--- config.mk ---
export PLATFORM = sky130hd
export DESIGN_NAME = hram_arbiter
export DESIGN_NICKNAME = d
export VERILOG_FILES = /design/src/rtl/hram_pkg.sv /design/src/rtl/hram_rr_pick.sv /design/src/rtl/hram_arbiter.sv
export SDC_FILE = /design/constraint.sdc
export NUM_CORES = 1
export LEC_CHECK = 0
export BUFFER_PORTS_ARGS = -buffer_cell sky130_fd_sc_hd__buf_2
export CORE_MARGIN = 4
export CORE_UTILIZATION = 25
export CTS_CLUSTER_SIZE = 10
export DETAILED_ROUTE_END_ITERATION = 10
export PLACE_DENSITY_LB_ADDON = 0.12
export SLEW_MARGIN = 10
export SYNTH_ARGS = -nofsm -noshare
export SYNTH_HDL_FRONTEND = slang
export SYNTH_SLANG_ARGS = --single-unit
--- constraint.sdc ---
create_clock -name clk -period 6.3 [get_ports clk]
set_input_delay 0.63 -clock clk [delete_from_list [all_inputs] [get_ports clk]]
set_output_delay 0.63 -clock clk [all_outputs]
set_load 0.05 [all_outputs]
--- src/rtl/hram_pkg.sv ---
// rtl/hram_pkg.sv - shared types, default widths and limits for the HyperRAM arbiter
package hram_pkg;

  typedef enum logic [1:0] {
    ST_IDLE = 2'd0,
    ST_GNT0 = 2'd1,
    ST_GNT1 = 2'd2
  } state_t;

  localparam int DEF_ADDR_WIDTH = 22;
  localparam int DEF_DATA_WIDTH = 16;
  localparam int DEF_MAX_BURST  = 64;

  // Port 1 may have at most this many reads in flight at the controller
  localparam logic [3:0] RD_OUTSTANDING_MAX = 4'd15;

  function automatic state_t gnt_state(input logic port);
    return port ? ST_GNT1 : ST_GNT0;
  endfunction

  function automatic logic [1:0] gnt_onehot(input logic port);
    return {port, ~port};
  endfunction

endpackage

--- src/rtl/hram_rr_pick.sv ---
// rtl/hram_rr_pick.sv - two-way round-robin pick from request bits and the previous owner
module hram_rr_pick (
  input  logic [1:0] req,
  input  logic       last_owner,
  output logic       pick_vld,
  output logic       pick
);

  assign pick_vld = |req;
  // On contention the port that did not own the memory last goes first
  assign pick     = (&req) ? ~last_owner : req[1];

endmodule

--- src/rtl/hram_arbiter.sv ---
// rtl/hram_arbiter.sv - two-port HyperRAM command arbiter with burst limit and read tracking
module hram_arbiter
  import hram_pkg::*;
#(
  parameter int ADDR_WIDTH = DEF_ADDR_WIDTH,
  parameter int DATA_WIDTH = DEF_DATA_WIDTH,
  parameter int MAX_BURST  = DEF_MAX_BURST
) (
  input  logic                  clk,
  input  logic                  reset,
  input  logic                  p0_req,
  output logic                  p0_ready,
  input  logic [ADDR_WIDTH-1:0] p0_addr,
  input  logic [DATA_WIDTH-1:0] p0_wr_data,
  input  logic                  p1_req,
  output logic                  p1_ready,
  input  logic                  p1_rd,
  input  logic [ADDR_WIDTH-1:0] p1_addr,
  input  logic [DATA_WIDTH-1:0] p1_wr_data,
  output logic                  p1_rd_data_vld,
  output logic [DATA_WIDTH-1:0] p1_rd_data,
  output logic                  sram_req,
  output logic                  sram_rd,
  output logic [ADDR_WIDTH-1:0] sram_addr,
  output logic [DATA_WIDTH-1:0] sram_wr_data,
  input  logic                  sram_ready,
  input  logic                  sram_rd_data_vld,
  input  logic [DATA_WIDTH-1:0] sram_rd_data,
  output logic [1:0]            grant
);

  localparam logic [7:0] BURST_LIMIT = 8'(MAX_BURST);

  state_t     state;
  logic       last_owner;
  logic [7:0] burst_cnt;
  logic [3:0] rd_outstanding;

  logic       rd_blocked;
  logic       p1_cmd_ok;
  logic       accept;
  logic       p1_rd_accept;
  logic       burst_inc;
  logic [7:0] burst_next;
  logic       other_port;
  logic       owner_req;
  logic       other_req;
  logic       pick_vld;
  logic       pick;

  assign rd_blocked = (rd_outstanding == RD_OUTSTANDING_MAX);
  assign p1_cmd_ok  = ~(p1_rd & rd_blocked);

  always_comb begin
    sram_req     = 1'b0;
    sram_rd      = 1'b0;
    sram_addr    = '0;
    sram_wr_data = '0;
    case (state)
      ST_GNT0: begin
        sram_req     = p0_req;
        sram_addr    = p0_addr;
        sram_wr_data = p0_wr_data;
      end
      ST_GNT1: begin
        sram_req     = p1_req & p1_cmd_ok;
        sram_rd      = p1_rd;
        sram_addr    = p1_addr;
        sram_wr_data = p1_wr_data;
      end
      default: ;
    endcase
    if (reset) sram_req = 1'b0;
  end

  assign p0_ready = ~reset & sram_ready & grant[0];
  assign p1_ready = ~reset & sram_ready & grant[1] & p1_cmd_ok;

  assign p1_rd_data_vld = sram_rd_data_vld;
  assign p1_rd_data     = sram_rd_data;

  assign accept       = sram_req & sram_ready;
  assign p1_rd_accept = accept & grant[1] & p1_rd;

  // Counter saturates at the limit so a lone owner can keep streaming
  assign burst_inc  = accept && (burst_cnt < BURST_LIMIT);
  assign burst_next = burst_cnt + 8'(burst_inc);

  assign other_port = (state == ST_GNT0);
  assign owner_req  = other_port ? p0_req : p1_req;
  assign other_req  = other_port ? p1_req : p0_req;

  hram_rr_pick u_pick (
    .req        ({p1_req, p0_req}),
    .last_owner (last_owner),
    .pick_vld   (pick_vld),
    .pick       (pick)
  );

  always_ff @(posedge clk) begin
    if (reset) begin
      state      <= ST_IDLE;
      grant      <= 2'b00;
      last_owner <= 1'b1;
      burst_cnt  <= 8'd0;
    end else begin
      case (state)
        ST_IDLE: begin
          if (pick_vld) begin
            state      <= gnt_state(pick);
            grant      <= gnt_onehot(pick);
            last_owner <= pick;
            burst_cnt  <= 8'd0;
          end
        end
        ST_GNT0, ST_GNT1: begin
          // Leave only when the owner lets go, or the burst is spent and someone waits
          if (!owner_req || ((burst_next >= BURST_LIMIT) && other_req)) begin
            burst_cnt <= 8'd0;
            if (other_req) begin
              state      <= gnt_state(other_port);
              grant      <= gnt_onehot(other_port);
              last_owner <= other_port;
            end else begin
              state <= ST_IDLE;
              grant <= 2'b00;
            end
          end else begin
            burst_cnt <= burst_next;
          end
        end
        default: begin
          state <= ST_IDLE;
          grant <= 2'b00;
        end
      endcase
    end
  end

  always_ff @(posedge clk) begin
    if (reset) begin
      rd_outstanding <= 4'd0;
    end else if (p1_rd_accept && !sram_rd_data_vld) begin
      rd_outstanding <= rd_outstanding + 4'd1;
    end else if (!p1_rd_accept && sram_rd_data_vld && (rd_outstanding != 4'd0)) begin
      rd_outstanding <= rd_outstanding - 4'd1;
    end
  end

endmodule
Yosys cells after proc, flatten, opt, wreduce, memory -nomap -nowiden
Index checks and enable logic that the tools add are counted.
{"block": "classes", "n_addsub": 3, "n_lt_le_gt_ge": 2, "eq_ne": 6, "n_mux": 27, "bitwise_logic": 14, "reduce_logical": 19}
{"op": "$pmux 22 s2", "n": 1}
{"op": "$pmux 16 s2", "n": 1}
{"op": "$mux 2", "n": 8}
{"op": "$mux 8", "n": 2}
{"op": "$pmux 8 s2", "n": 1}
{"op": "$and 1x1->1", "n": 9}
{"op": "$add 8x1->8", "n": 1}
{"op": "$ge 8x7->1 const B", "n": 1}
{"op": "$lt 8x7->1 const B", "n": 1}
{"op": "$mux 1", "n": 8}
{"op": "$mux 4", "n": 2}
{"op": "$pmux 2 s2", "n": 2}
{"op": "$ne 2x2->1 const B", "n": 3}
{"op": "$reduce_and 2->1", "n": 3}
{"op": "$logic_and 1x1->1", "n": 5}
{"op": "$not 1->1", "n": 5}
{"op": "$add 4x1->4 const B", "n": 1}
{"op": "$eq 4x4->1 const B", "n": 1}
{"op": "$pmux 1 s2", "n": 2}
{"op": "$reduce_and 4->1", "n": 1}
{"op": "$reduce_bool 2->1", "n": 2}
{"op": "$reduce_bool 4->1", "n": 1}
{"op": "$reduce_or 2->1", "n": 2}
{"op": "$sub 4x1->4 const B", "n": 1}
{"op": "other kinds (5)", "n": 7}
{"block": "totals", "reg_bits": 17, "inputBits": 99, "wordCells": 76}

Depth between registers and ports, before layout
Gate-level depths: netlist of run 1.
{"block": "logic_depth", "depth_word": 14, "depth_mapped": 14, "mapped_depth_nobuf": 12}

Cells and area by module
From an unflattened synthesis of run 1, not the netlist that was laid out.
{"block": "hier_totals", "cells_unflattened": 208, "area_unflattened_um2": 1624.1}
{"module": "hram_arbiter", "instances": 1, "cells_each": 206, "area_per_inst_um2": 1610.3, "seq_area_each_um2": 300.3}
{"module": "hram_rr_pick", "instances": 1, "cells_each": 2, "area_per_inst_um2": 13.8, "seq_area_each_um2": 0.0}

Worst setup path after synthesis of run 1
No wires, ideal clock.
{"block": "synth_path", "path_type": "flip-flop to flip-flop", "startpoint": "reg grant[1] (netlist name)", "endpoint": "reg last_owner", "t_arrival_ns": 3.498, "required_time_ns": 6.230, "slack_ns": 2.732, "path_stages_with_launch": 13, "n_path_buf": 1, "cell_sequence": "dfxtp_1 -> inv_1 -> ha_1 -> clkbuf_1 -> o311ai_2 -> nor4b_1 -> ha_1 -> ha_1 -> a311oi_1 -> o311ai_2 -> o21ai_2 -> or4_1 -> a21oi_1"}
{"item": "to (signal assigned)", "line_no": "hram_arbiter.sv:112", "source": "last_owner <= pick;"}
{"item": "to (signal assigned)", "line_no": "hram_arbiter.sv:123", "source": "last_owner <= other_port;"}
{"item": "to (decl)", "line_no": "hram_arbiter.sv:35", "source": "logic last_owner;"}

==> results by group, run 1 <==
Status
  • Outcome: finished, final reports clean

Setup path
  • Critical Path AT: approximately 3800 ps
  • Critical path cell sequence: inv_1 > ha_1 > o311ai_2 > nor4b_1 > ha_1 > ha_1 > a311oi_1 > o311ai_2 > o21ai_2 > or4b_1 > a21oi_1
  • Data required, critical path: roughly 6500 ps
  • Worst setup EP type: flop
  • CP most frequent cell: ha_1
  • CP max stage delay: 560 ps
  • Crit start category: flop
  • CP max FO: 17
  • Worst path slowest cell: or4b_1
  • Worst Setup Path Type: flop to flop

Pwr
  • Pwr/cell area: ~380 nW/um2
  • Internal: 0.0003594 W
  • P_leak: ~1.1 nW
  • Logic pwr share: 74.0%
  • Clock group share of total power: 9.7%
  • Switching pwr: approximately 0.00049 W
  • Sequential share of power: around 16%
  • VDD IR-drop max: 0.1871 mV
  • Switching part of the total: about 58%

GRT
  • Initial antenna violation count: 0
  • Global route overflow: 0
  • Vias in the first global route: 1668
  • Largest net degree at the start of global routing: 39
  • First-pass GRT wire length: 8542 um
  • GR Util All Layers: 13.63%

Die
  • I/O Pins: 160
  • Die width: 88.88 um
  • # rows: 29
  • Die H: 88.88 um
  • Initial Util: 25.75%
  • Die Footprint: ~8000 um2
  • Floorplan Core Area: 6350 um2

STA
  • Final number of setup-violating endpoints: 0
  • Final Hold Fails: 0
  • Worst Max-Slew Pin Slew: 679.7 ps
  • Period utilisation layout: 57.02%
  • Tmin final: 3593 ps
  • RSZ-0062 raised after global routing: no
  • Rel. slew slack: a little over half
  • Worst Clk Skew: 2.897 ps
  • Final Max Slew Viols: 0
  • Max Freq: between 200 and 300 MHz
  • Final TNS setup: 0 ps

CTS
  • CTS tree: done
  • Worst-path clk slew: approximately 70 ps
  • CTS resizes: 0
  • CTS Buffer Depth: 2
  • Clock Root Buffer: clkbuf_8
  • Hold buffers post-CTS: 0
  • Post-CTS Setup Inserts: 0
  • Num CTS Buffers: 3
  • Worst skew pair latency: 250 ps
  • TritonCTS Sinks: 15
  • CTS H-tree lvls: 1

Place
  • DP Area: 2188 um2
  • GPL Wtd Cong: 0.7337
  • Hpwl dp: 4902 um
  • IO buf count: between 100 and 150

Logic synthesis
  • Synth warnings: 0
  • Post-synth EDFFs: 0
  • Main synth FF type: dfxtp_1
  • Area of the mapped netlist: ~1600 um2
  • Area leader, netlist: a22o_1
  • Netlist cell types: 46
  • Async set-reset flop share out of synthesis: 0%
  • Synth Area per Inst: 7.977 um2
  • Syn nets: 313
  • Synth Register Bits: 15
  • Gate Count Post-Synth: 205
  • Synth top area cells: a22o_1 (21%), dfxtp_1 (18%), buf_4 (8.3%)
  • Synth top area share: 20.89%
  • Sequential area share after synthesis: 18.36%

Drt
  • ANT nets after route: 0
  • Iter 0 DRT Violations: 120
  • Vias per cell: ~5
  • DR pass1 iterations: 6
  • Post-route DRC violation count: 0
  • DR WL/cell: about 16 um
  • WL final: slightly above 6000 um
  • Vias: 1938

Cells and area
  • Final #Nets: 414
  • Final Instance Area: 2233 um2
  • Ant diodes: 0
  • Layout cells sized above 1: 45.90%
  • Synthesis-to-finish area growth: 36.57%

Flow run
  • Max-Cap Viols: 0

Min path
  • HP Class: flop to flop
-- worst paths after layout --
| kind | endpoint | start | slack (ps) | cells after the start |
|---|---|---|---|---|
| setup / recovery | grant[1] | grant[1] | 2710 | 11 |
| hold / removal | burst_cnt[0] | burst_cnt[0] | 460 | 2 |
| setup reg to reg | grant[1] | grant[1] | 2710 | 11 |
| hold reg to reg | burst_cnt[0] | burst_cnt[0] | 460 | 2 |
-- logic make-up (layout without fill, tap and decap cells) --
logic type	count (synthesis)	after routing	synth area share (%)
multiplexers	3	3	1.989
AO/OA/AOI/OAI	76	76	37.11
AND/OR/NAND/NOR	64	64	21.58
buffers and inverters	36	136	12.55
flip-flops	15	15	18.36
adder cells (fa/ha/maj)	9	9	7.345
XOR/XNOR	2	2	1.071
-- layer usage --
layer  GRT usage (%)  share of wire [%]  wire length [um]  vias up
met2           24.16                 49              3031       89
met3           3.259                 10               626        2
li1                -                  -                 -      973
met4           2.885               0.47                29        0
met5               0                  0                 0        -
met1           16.65                 40              2450      874
-- flip-flops by register name, summed over array words and instances (netlist names) --
signal and flops:
last_owner 1, rd_outstanding 4, burst_cnt 8, grant 2
-- cell usage after synthesis (all sizes together), types with 2 or more instances --
library cell  count
and3              2
a21oi            10
nand4b            2
o32ai             2
nand4             2
a22o             39
nor3              3
inv               3
nand3b            2
dfxtp            15
a211oi            2
o21a              3
nand2b            2
and2              5
nand3             9
a31oi             4
mux2              2
or2               2
ha                8
clkbuf           10
nor3b             2
o311ai            2
nor2              7
xnor2             2
nor4              2
buf              23
o21ai             7
nand2            15
nor2b             2
nor4b             2
or4               2
-- final cells by class --
| class | instances | area [um2] |
|---|---|---|
| fill | 697 | 4116 |
| multi-input combinational | 154 | 1130 |
| timing repair buffer | 129 | 650.6 |
| sequential | 15 | 300.3 |
| tap | 77 | 96.34 |
| clock buffer | 4 | 45.04 |
| inverter | 3 | 11.26 |
-- power groups by stage --
stage / sequential, W / combinational, W / clock (W)
after CTS: 0.000139 / 0.000638 / 0.0000844
final: 0.000138 / 0.000631 / 0.0000830
after global routing: 0.000142 / 0.000674 / 0.0000883
after global placement: 0.000140 / 0.000638 / 0
after detailed placement: 0.000141 / 0.000635 / 0
after floorplan: 0.000153 / 0.000510 / 0
-- per-stage QoR --
step                      setup slack (ps)  hold WS (ps)  utilization [%]  std cells  power [W]
final                                 2708         464.0            35.17        382  0.0008523
after CTS                             2672         462.7            35.17        382  0.0008616
after detailed placement              2727         452.6            34.46        378  0.0007762
after global routing                  2351         486.4            35.17        382  0.0009044
after global placement                2806         451.7            34.46        378  0.0007779
after floorplan                       2732         436.2                -        205  0.0006628
-- worst max-delay path: cells and delay by family, from the launching register on --
kind / cells / cell delay (ps)
AO/OA/AOI/OAI: 5 / 1130
adder cells (fa/ha/maj): 3 / 920
buffers and inverters: 1 / 90
flip-flops: 1 / 430
AND/OR/NAND/NOR: 2 / 940
-- placed cells by master, fill, tap and decap left out, drive strengths merged, types with 3 or more instances in the layout --
| master | netlist | final |
|---|---|---|
| a21oi | 10 | 10 |
| a22o | 39 | 39 |
| a31oi | 4 | 4 |
| and2 | 5 | 5 |
| buf | 23 | 129 |
| clkbuf | 10 | 4 |
| dfxtp | 15 | 15 |
| ha | 8 | 8 |
| inv | 3 | 3 |
| nand2 | 15 | 15 |
| nand3 | 9 | 9 |
| nor2 | 7 | 7 |
| nor3 | 3 | 3 |
| o21a | 3 | 3 |
| o21ai | 7 | 7 |
Note: power is estimated with default switching activity, not from simulation.
==> inputs of run 2 (changes only) <==
- ABC_AREA: unset -> 1
- clock period: 6.3 -> 3.45 ns (I/O delays scaled with it)
==> run 2 against run 1 <==
Against the previous run:
- design area increased by 7.6%
- die area is 7.2% higher
- combinational power increased by 89%
- clock-buffer cell count stayed put
- worst setup slack worse by 2100 ps
- sequential power rose by 96%
- highest routed layer unchanged
- global-route usage up 0.094 points
- via count increased by 11%
==> results by group, run 2 <==
Logic synthesis
  • Area leader, netlist: nand2_1 (was a22o_1)
  • Main synth FF type: dfxtp_1 (unchanged)
  • Synth top area share: 22.75% (was 20.89%)
  • Sequential area share after synthesis: 17.01% (was 18.36%)
  • Netlist cell types: 35 (was 46)
  • Synth Area per Inst: 5.985 um2 (was 7.977 um2)
  • Synth top area cells: nand2_1 (23%), dfxtp_1 (17%), a21oi_1 (14%) (was a22o_1 (21%), dfxtp_1 (18%), buf_4 (8.3%))
  • Async set-reset flop share out of synthesis: 0% (unchanged)
  • Syn nets: 403 (was 313)
  • Most common cell in the netlist: nand2_1 (was a22o_1)
  • Gate Count Post-Synth: 295 (was 205)
  • Synth Register Bits: 15 (unchanged)
  • Area of the mapped netlist: 1765 um2 (was 1635 um2)
  • Synth warnings: 0 (unchanged)
  • Post-synth EDFFs: 0 (unchanged)
  • Top cells by count, synth: nand2_1 (107), a21oi_1 (48), buf_4 (17), inv_1 (17) (was a22o_1 (39), buf_4 (18), dfxtp_1 (15), nand2_1 (15))

Cells and area
  • Fillcell total: 799 (was 697)
  • Commonest non-fill, non-tap cell in the layout: buf_2 (unchanged)
  • Max reg flops: 8 (unchanged)
  • Synthesis-to-finish area growth: 36.14% (was 36.57%)
  • Final cell count without fillers: 495 (was 382)
  • Largest Register: burst_cnt (unchanged)
  • Leading cell types in the layout, fill and taps excluded: buf_2 (127), nand2_1 (107), a21oi_1 (48) (was buf_2 (127), a22o_1 (39), nand2_1 (15), dfxtp_1 (15), a21oi_1 (10))
  • Top flop regs: burst_cnt (8), rd_outstanding (4), grant (2) (unchanged)
  • Final Util: 35.18% (was 35.17%)
  • Layout cells sized above 1: 38.10% (was 45.90%)
  • Ant diodes: 0 (unchanged)
  • Final #Nets: 508 (was 414)

Drt
  • WL final: 5973 um (was 6137 um)
  • DR pass1 iterations: 4 (was 6)
  • DR WL/cell: 12.07 um (was 16.07 um)
  • Iter 0 DRT Violations: 70 (was 120)
  • Vias: 2143 (was 1938)
  • ANT nets after route: 0 (unchanged)
  • Post-route DRC violation count: 0 (unchanged)
  • Vias per cell: 4.329 (was 5.073)

CTS
  • CTS Buffer Depth: 2 (unchanged)
  • Hold buffers post-CTS: 0 (unchanged)
  • Clock Root Buffer: clkbuf_8 (unchanged)
  • CTS tree: done (unchanged)
  • CTS resizes: 0 (unchanged)
  • TritonCTS Sinks: 15 (unchanged)
  • Worst skew pair latency: 250 ps (about the same)
  • Worst-path clk slew: 70 ps (about the same)
  • Num CTS Buffers: 3 (unchanged)
  • Post-CTS Setup Inserts: 0 (unchanged)
  • CTS H-tree lvls: 1 (unchanged)

GRT
  • Vias in the first global route: 2116 (was 1668)
  • Largest net degree at the start of global routing: 43 (was 39)
  • First-pass GRT wire length: 9673 um (was 8542 um)
  • Global route overflow: 0 (unchanged)
  • Initial antenna violation count: 0 (unchanged)
  • GR Util All Layers: 13.72% (was 13.63%)

STA
  • Final TNS setup: 0 ps (unchanged)
  • Final number of setup-violating endpoints: 0 (unchanged)
  • Rel. slew slack: 70.46% (was 54.68%)
  • Final Hold Fails: 0 (unchanged)
  • Max Freq: 356.0 MHz (was 278.4 MHz)
  • Worst Max-Slew Pin Slew: 443.1 ps (was 679.7 ps)
  • Period utilisation layout: 81.41% (was 57.02%)
  • RSZ-0062 raised after global routing: no (unchanged)
  • Tmin final: 2809 ps (was 3593 ps)
  • Final Max Slew Viols: 0 (unchanged)
  • Worst Clk Skew: 7.347 ps (was 2.897 ps)

Min path
  • HP Class: input port to flop (was flop to flop)

Setup path
  • Worst Setup Path Type: flop to flop (unchanged)
  • Worst setup EP type: flop (unchanged)
  • Crit start category: flop (unchanged)
  • CP max FO: 8 (was 17)
  • Critical Path AT: 3000 ps (was 3770 ps)
  • Data required, critical path: 3640 ps (was 6480 ps)

Die
  • Die width: 92.04 um (was 88.88 um)
  • Initial Util: 25.84% (was 25.75%)
  • Die Footprint: 8470 um2 (was 7900 um2)
  • I/O Pins: 160 (unchanged)
  • # rows: 30 (was 29)
  • Floorplan Core Area: 6832 um2 (was 6350 um2)
  • Die H: 92.04 um (was 88.88 um)

Flow run
  • Max-Cap Viols: 0 (unchanged)

Place
  • IO buf count: 127 (unchanged)
  • GPL Wtd Cong: 0.7478 (was 0.7337)
  • Hpwl dp: 4744 um (was 4902 um)
  • Placed Cells: 491 (was 378)

Pwr
  • P_leak: 1.201 nW (was 1.115 nW)
  • VDD IR-drop max: 0.2410 mV (was 0.1871 mV)
  • Pwr/cell area: 670.6 nW/um2 (was 381.6 nW/um2)

Status
  • Outcome: finished, final reports clean (unchanged)
run 2: cell types whose count changed in the layout (fill, tap and decap cells not counted), sizes merged, moves of 5 or more:
cell	before	now
inv	3	18
a22o	39	0
nor2	7	14
nand2	15	114
nand3	9	16
and2	5	0
a21oi	10	51
run 2: cells by family (layout without fill, tap and decap cells):
group	after synthesis	after routing	synth area share, %
and+or+nand+nor	151	151	36.71
xor gates and xnor gates	6	6	3.403
buffers and inverters	49	153	14.60
adders and majority gates	9	9	6.804
DFF	15	15	17.01
AOI/OAI and AO/OA	65	65	21.48
run 2: final cells by class:
class	instances	area (um2)	area share (%)
flip-flops and latches	15	300.3	12.49
repair buffers	130	658.1	27.38
inverters	19	72.57	3.019
clock buffers	4	45.04	1.874
multi-input cells	231	1207	50.23
well taps	96	120.1	4.997
run 2: path summary, 6_finish.rpt:
path	end	depth (start not counted)	start	slack [ps]
worst max register to register	burst_cnt[6]	18	grant[1]	640
worst max-delay path	burst_cnt[6]	18	grant[1]	640
worst min-delay path	burst_cnt[6]	2	reset	410
worst min register to register	last_owner	2	last_owner	470
run 2: worst max-delay path, stage by stage (launching register included):
cell	delay, ps
dfxtp_1	440
inv_1	100
ha_1	330
inv_2	40
nor2_1	110
a21boi_4	210
nand3_1	90
nor2_1	90
ha_1	190
ha_1	170
nand3_1	90
nor2_2	130
xor2_2	160
nand3_1	110
nand2_2	110
nand2_4	90
nor2_1	100
nand2_1	70
a21oi_2	100
run 2: power by group:
part / internal, W / switching (W)
clock: 0.0000819 / 0.0000666
combinational: 0.000320 / 0.000872
sequential: 0.000217 / 0.0000542
total: 0.000619 / 0.000993
run 2: metal layers:
metal	vias to the layer above	global-route usage (%)	wire, um
met5	-	0	0
met4	0	3.589	87
met3	12	3.445	531
met2	93	24.70	2997
met1	889	16.11	2356
li1	1149	-	-
run 2: metrics by stage:
| step | setup WS [ps] | hold slack (ps) | power [W] | instance area [um2] |
|---|---|---|---|---|
| 2_1_floorplan | 181.2 | 423.9 | 0.001243 | 1765 |
| 4_1_cts | 621.0 | 410.5 | 0.001637 | 2404 |
| 3_3_place_gp | 725.5 | 443.6 | 0.001484 | 2359 |
| 6_report | 641.3 | 407.6 | 0.001612 | 2404 |
| 5_1_grt | 342.3 | 422.6 | 0.001770 | 2404 |
| 3_5_place_dp | 655.9 | 444.6 | 0.001480 | 2359 |
==> inputs of run 3 (changes only) <==
- clock period: 3.45 -> 2.3 ns (I/O delays scaled with it)
==> run 3 against run 2 <==
Against the previous run:
- the run now ends with negative setup slack left
- highest routed layer unchanged
- clock power up 50%
- routed wire length up 12%
- critical path type unchanged
- critical endpoint is now grant[1]
- final cell count up 5.9%
- sequential share of layout area down 1.4 points
- global-route usage up 1.8 points
- worst setup slack worse by 870 ps
- largest cell class unchanged
- critical path depth unchanged
- core utilization up 5.4 points
- design area up 15%
- sequential power up 41%
- hold slack worse by 28 ps
==> results by group, run 3 (synthesis results as in run 2) <==
Cells and area
  • Ant diodes: 0 (unchanged)
  • Commonest non-fill, non-tap cell in the layout: buf_2 (unchanged)
  • Leading cell types in the layout, fill and taps excluded: buf_2 (127), nand2_1 (107), a21oi_1 (37) (was buf_2 (127), nand2_1 (107), a21oi_1 (48))
  • Top flop regs: burst_cnt (8), rd_outstanding (4), grant (2) (unchanged)
  • Fillcell total: 792 (was 799)
  • Final #Nets: 537 (was 508)
  • Largest Register: burst_cnt (unchanged)
  • Final cell count without fillers: 524 (was 495)
  • Layout cells sized above 1: 48.13% (was 38.10%)
  • Max reg flops: 8 (unchanged)
  • Synthesis-to-finish area growth: 56.98% (was 36.14%)

Die
  • # rows: 30 (unchanged)
  • Floorplan Core Area: 6832 um2 (unchanged)
  • Die width: 92.04 um (unchanged)
  • Die Footprint: 8470 um2 (unchanged)
  • Initial Util: 25.84% (unchanged)
  • I/O Pins: 160 (unchanged)
  • Die H: 92.04 um (unchanged)

Setup path
  • Crit start category: flop (unchanged)
  • Critical path cell sequence: inv_4 > ha_4 > inv_6 > nor2_4 > a21boi_4 > nand3_1 > nor2_1 > ha_2 > buf_4 > nand3_1 > nor2_2 > nand4_1 > nand3_1 > nand2_2 > nand2_4 > buf_4 > nand3_1 > a21oi_1 (was inv_1 > ha_1 > inv_2 > nor2_1 > a21boi_4 > nand3_1 > nor2_1 > ha_1 > ha_1 > nand3_1 > nor2_2 > xor2_2 > nand3_1 > nand2_2 > nand2_4 > nor2_1 > nand2_1 > a21oi_2)
  • Bufs and invs on worst path: 4 (was 2)
  • Worst path top cell family by delay: simple AND/OR/NAND/NOR gates (unchanged)
  • CP max FO: 8 (unchanged)
  • Worst R2R End: grant[1] (was burst_cnt[6])
  • Reg2Reg Setup Slack: -230 ps (was 640 ps)
  • Worst setup EP type: flop (unchanged)
  • Worst path slowest cell: dfxtp_4 (was dfxtp_1)
  • Critical Path AT: 2710 ps (was 3000 ps)
  • CP max stage delay: 370 ps (was 440 ps)
  • Worst Reg-to-Reg Cells: 18 (unchanged)
  • Data required, critical path: 2480 ps (was 3640 ps)
  • Worst R2R Start: grant[1] (unchanged)
  • Worst Setup Path Type: flop to flop (unchanged)
  • CP most frequent cell: nand3_1

CTS
  • TritonCTS Sinks: 15 (unchanged)
  • Worst skew pair latency: 250 ps (about the same)
  • Clock Root Buffer: clkbuf_8 (unchanged)
  • CTS tree: done (unchanged)
  • CTS H-tree lvls: 1 (unchanged)
  • Worst-path clk slew: 70 ps (about the same)
  • CTS Buffer Depth: 2 (unchanged)
  • Num CTS Buffers: 3 (unchanged)

Pwr
  • VDD IR-drop max: 0.4194 mV (was 0.2410 mV)
  • P_leak: 1.346 nW (was 1.201 nW)
  • Pwr/cell area: 985.8 nW/um2 (was 670.6 nW/um2)

GRT
  • Largest net degree at the start of global routing: 43 (unchanged)
  • Initial antenna violation count: 0 (unchanged)
  • GR Util All Layers: 15.57% (was 13.72%)
  • First-pass GRT wire length: 10850 um (was 9673 um)
  • Global route overflow: 0 (unchanged)
  • Vias in the first global route: 2233 (was 2116)

STA
  • RSZ-0062 raised after global routing: yes (was no)
  • Final number of setup-violating endpoints: 13 (was 0)
  • Max Freq: 394.8 MHz (was 356.0 MHz)
  • Final Hold Fails: 0 (unchanged)
  • Final Max Slew Viols: 0 (unchanged)
  • Tmin final: 2533 ps (was 2809 ps)
  • Setup WS post-layout: -233.0 ps (was 641.3 ps)
  • Worst Clk Skew: 6.421 ps (was 7.347 ps)
  • Rel. slew slack: 66.99% (was 70.46%)
  • Worst Max-Slew Pin Slew: 495.1 ps (was 443.1 ps)
  • Period utilisation layout: 110.1% (was 81.41%)

Drt
  • DR WL/cell: 12.78 um (was 12.07 um)
  • Vias per cell: 4.399 (was 4.329)
  • ANT nets after route: 0 (unchanged)
  • DR pass1 iterations: 4 (unchanged)
  • Post-route DRC violation count: 0 (unchanged)
  • Vias: 2305 (was 2143)
  • WL final: 6699 um (was 5973 um)
  • Iter 0 DRT Violations: 83 (was 70)

Status
  • Outcome: finished, violations left (was finished, final reports clean)
  • Failing checks: negative setup slack

Min path
  • Worst min-delay path startpoint: sram_rd_data_vld (was reset)
  • Hold Path End: rd_outstanding[3] (was burst_cnt[6])
  • WHS Path Cells: 5 (was 2)
  • HP Class: input port to flop (unchanged)

Flow run
  • Max-Cap Viols: 0 (unchanged)

Place
  • IO buf count: 127 (unchanged)
  • Placed Cells: 514 (was 491)
  • Pre-CTS setup slack: -240.8 ps (was 655.9 ps)
  • GPL Wtd Cong: 0.7986 (was 0.7478)
  • Hpwl dp: 5484 um (was 4744 um)
-- run 3: cell types whose count changed in the layout (fill, tap and decap cells not counted), sizes merged --
cell    before  now
clkinv       1    2
buf        130  159
clkbuf       4    3
-- run 3: worst max-delay path by stage --
stage,from,to,cells after the start
after floorplan,grant[1],burst_cnt[6],18
final,grant[1],grant[1],18
after global routing,grant[0],burst_cnt[6],18
after global placement,grant[1],burst_cnt[6],18
after CTS,grant[1],burst_cnt[6],18
after detailed placement,grant[1],burst_cnt[6],18
-- run 3: tightest hold or removal path: cells and delay by family --
kind	cells	cell delay, ps
compound gates	1	70
buf+inv	1	100
simple gates	3	200
-- run 3: cell type report --
cell class              count  area [um2]  share of cell area [%]
clock buffers               3       41.29                   1.490
clock inverters             1       5.005                  0.1806
inverters                  19       82.58                   2.980
multi-input cells         231        1335                   48.17
flip-flops and latches     15       307.8                   11.11
well taps                  96       120.1                   4.334
repair buffers            159       879.6                   31.74
-- run 3: what timing repair did --
| action | 4_1_cts | 5_1_grt |
|---|---|---|
| pin swaps | 15 | 3 |
| setup buffers | 5 | 1 |
| resized for setup | 6 | 2 |
| hold buffers | 0 | 0 |
| endpoints found under the setup margin | 12 | 14 |
| gates cloned | 0 | 0 |
-- run 3: routing by layer --
layer  vias up  track usage (%)  part of all wire (%)
met1      1001            16.49                    37
met4         0            2.970                   1.2
met2        88            29.56                    53
met5         -                0                     0
met3         8            5.496                   9.1
li1       1208                -                     -
-- run 3: stage by stage --
stage	hold slack [ps]	total power [W]	instance area [um2]	TNS [ps]	utilization, %
after floorplan	415.3	0.001980	1866	-6131	-
after global placement	454.8	0.002465	2631	-1907	38.52
after detailed placement	460.3	0.002470	2631	-2238	38.52
after CTS	375.7	0.002753	2758	-1797	40.37
after global routing	398.9	0.002959	2771	-4954	40.57
final	379.6	0.002732	2771	-1748	40.57
-- run 3: power by group --
part | switching, W | leakage [nW] | internal, W | total [W]
Sequential | 0.0000491 | 0.124 | 0.000332 | 0.000381
Clock | 0.000103 | 0.0255 | 0.000120 | 0.000224
Combinational | 0.00145 | 1.20 | 0.000673 | 0.00213
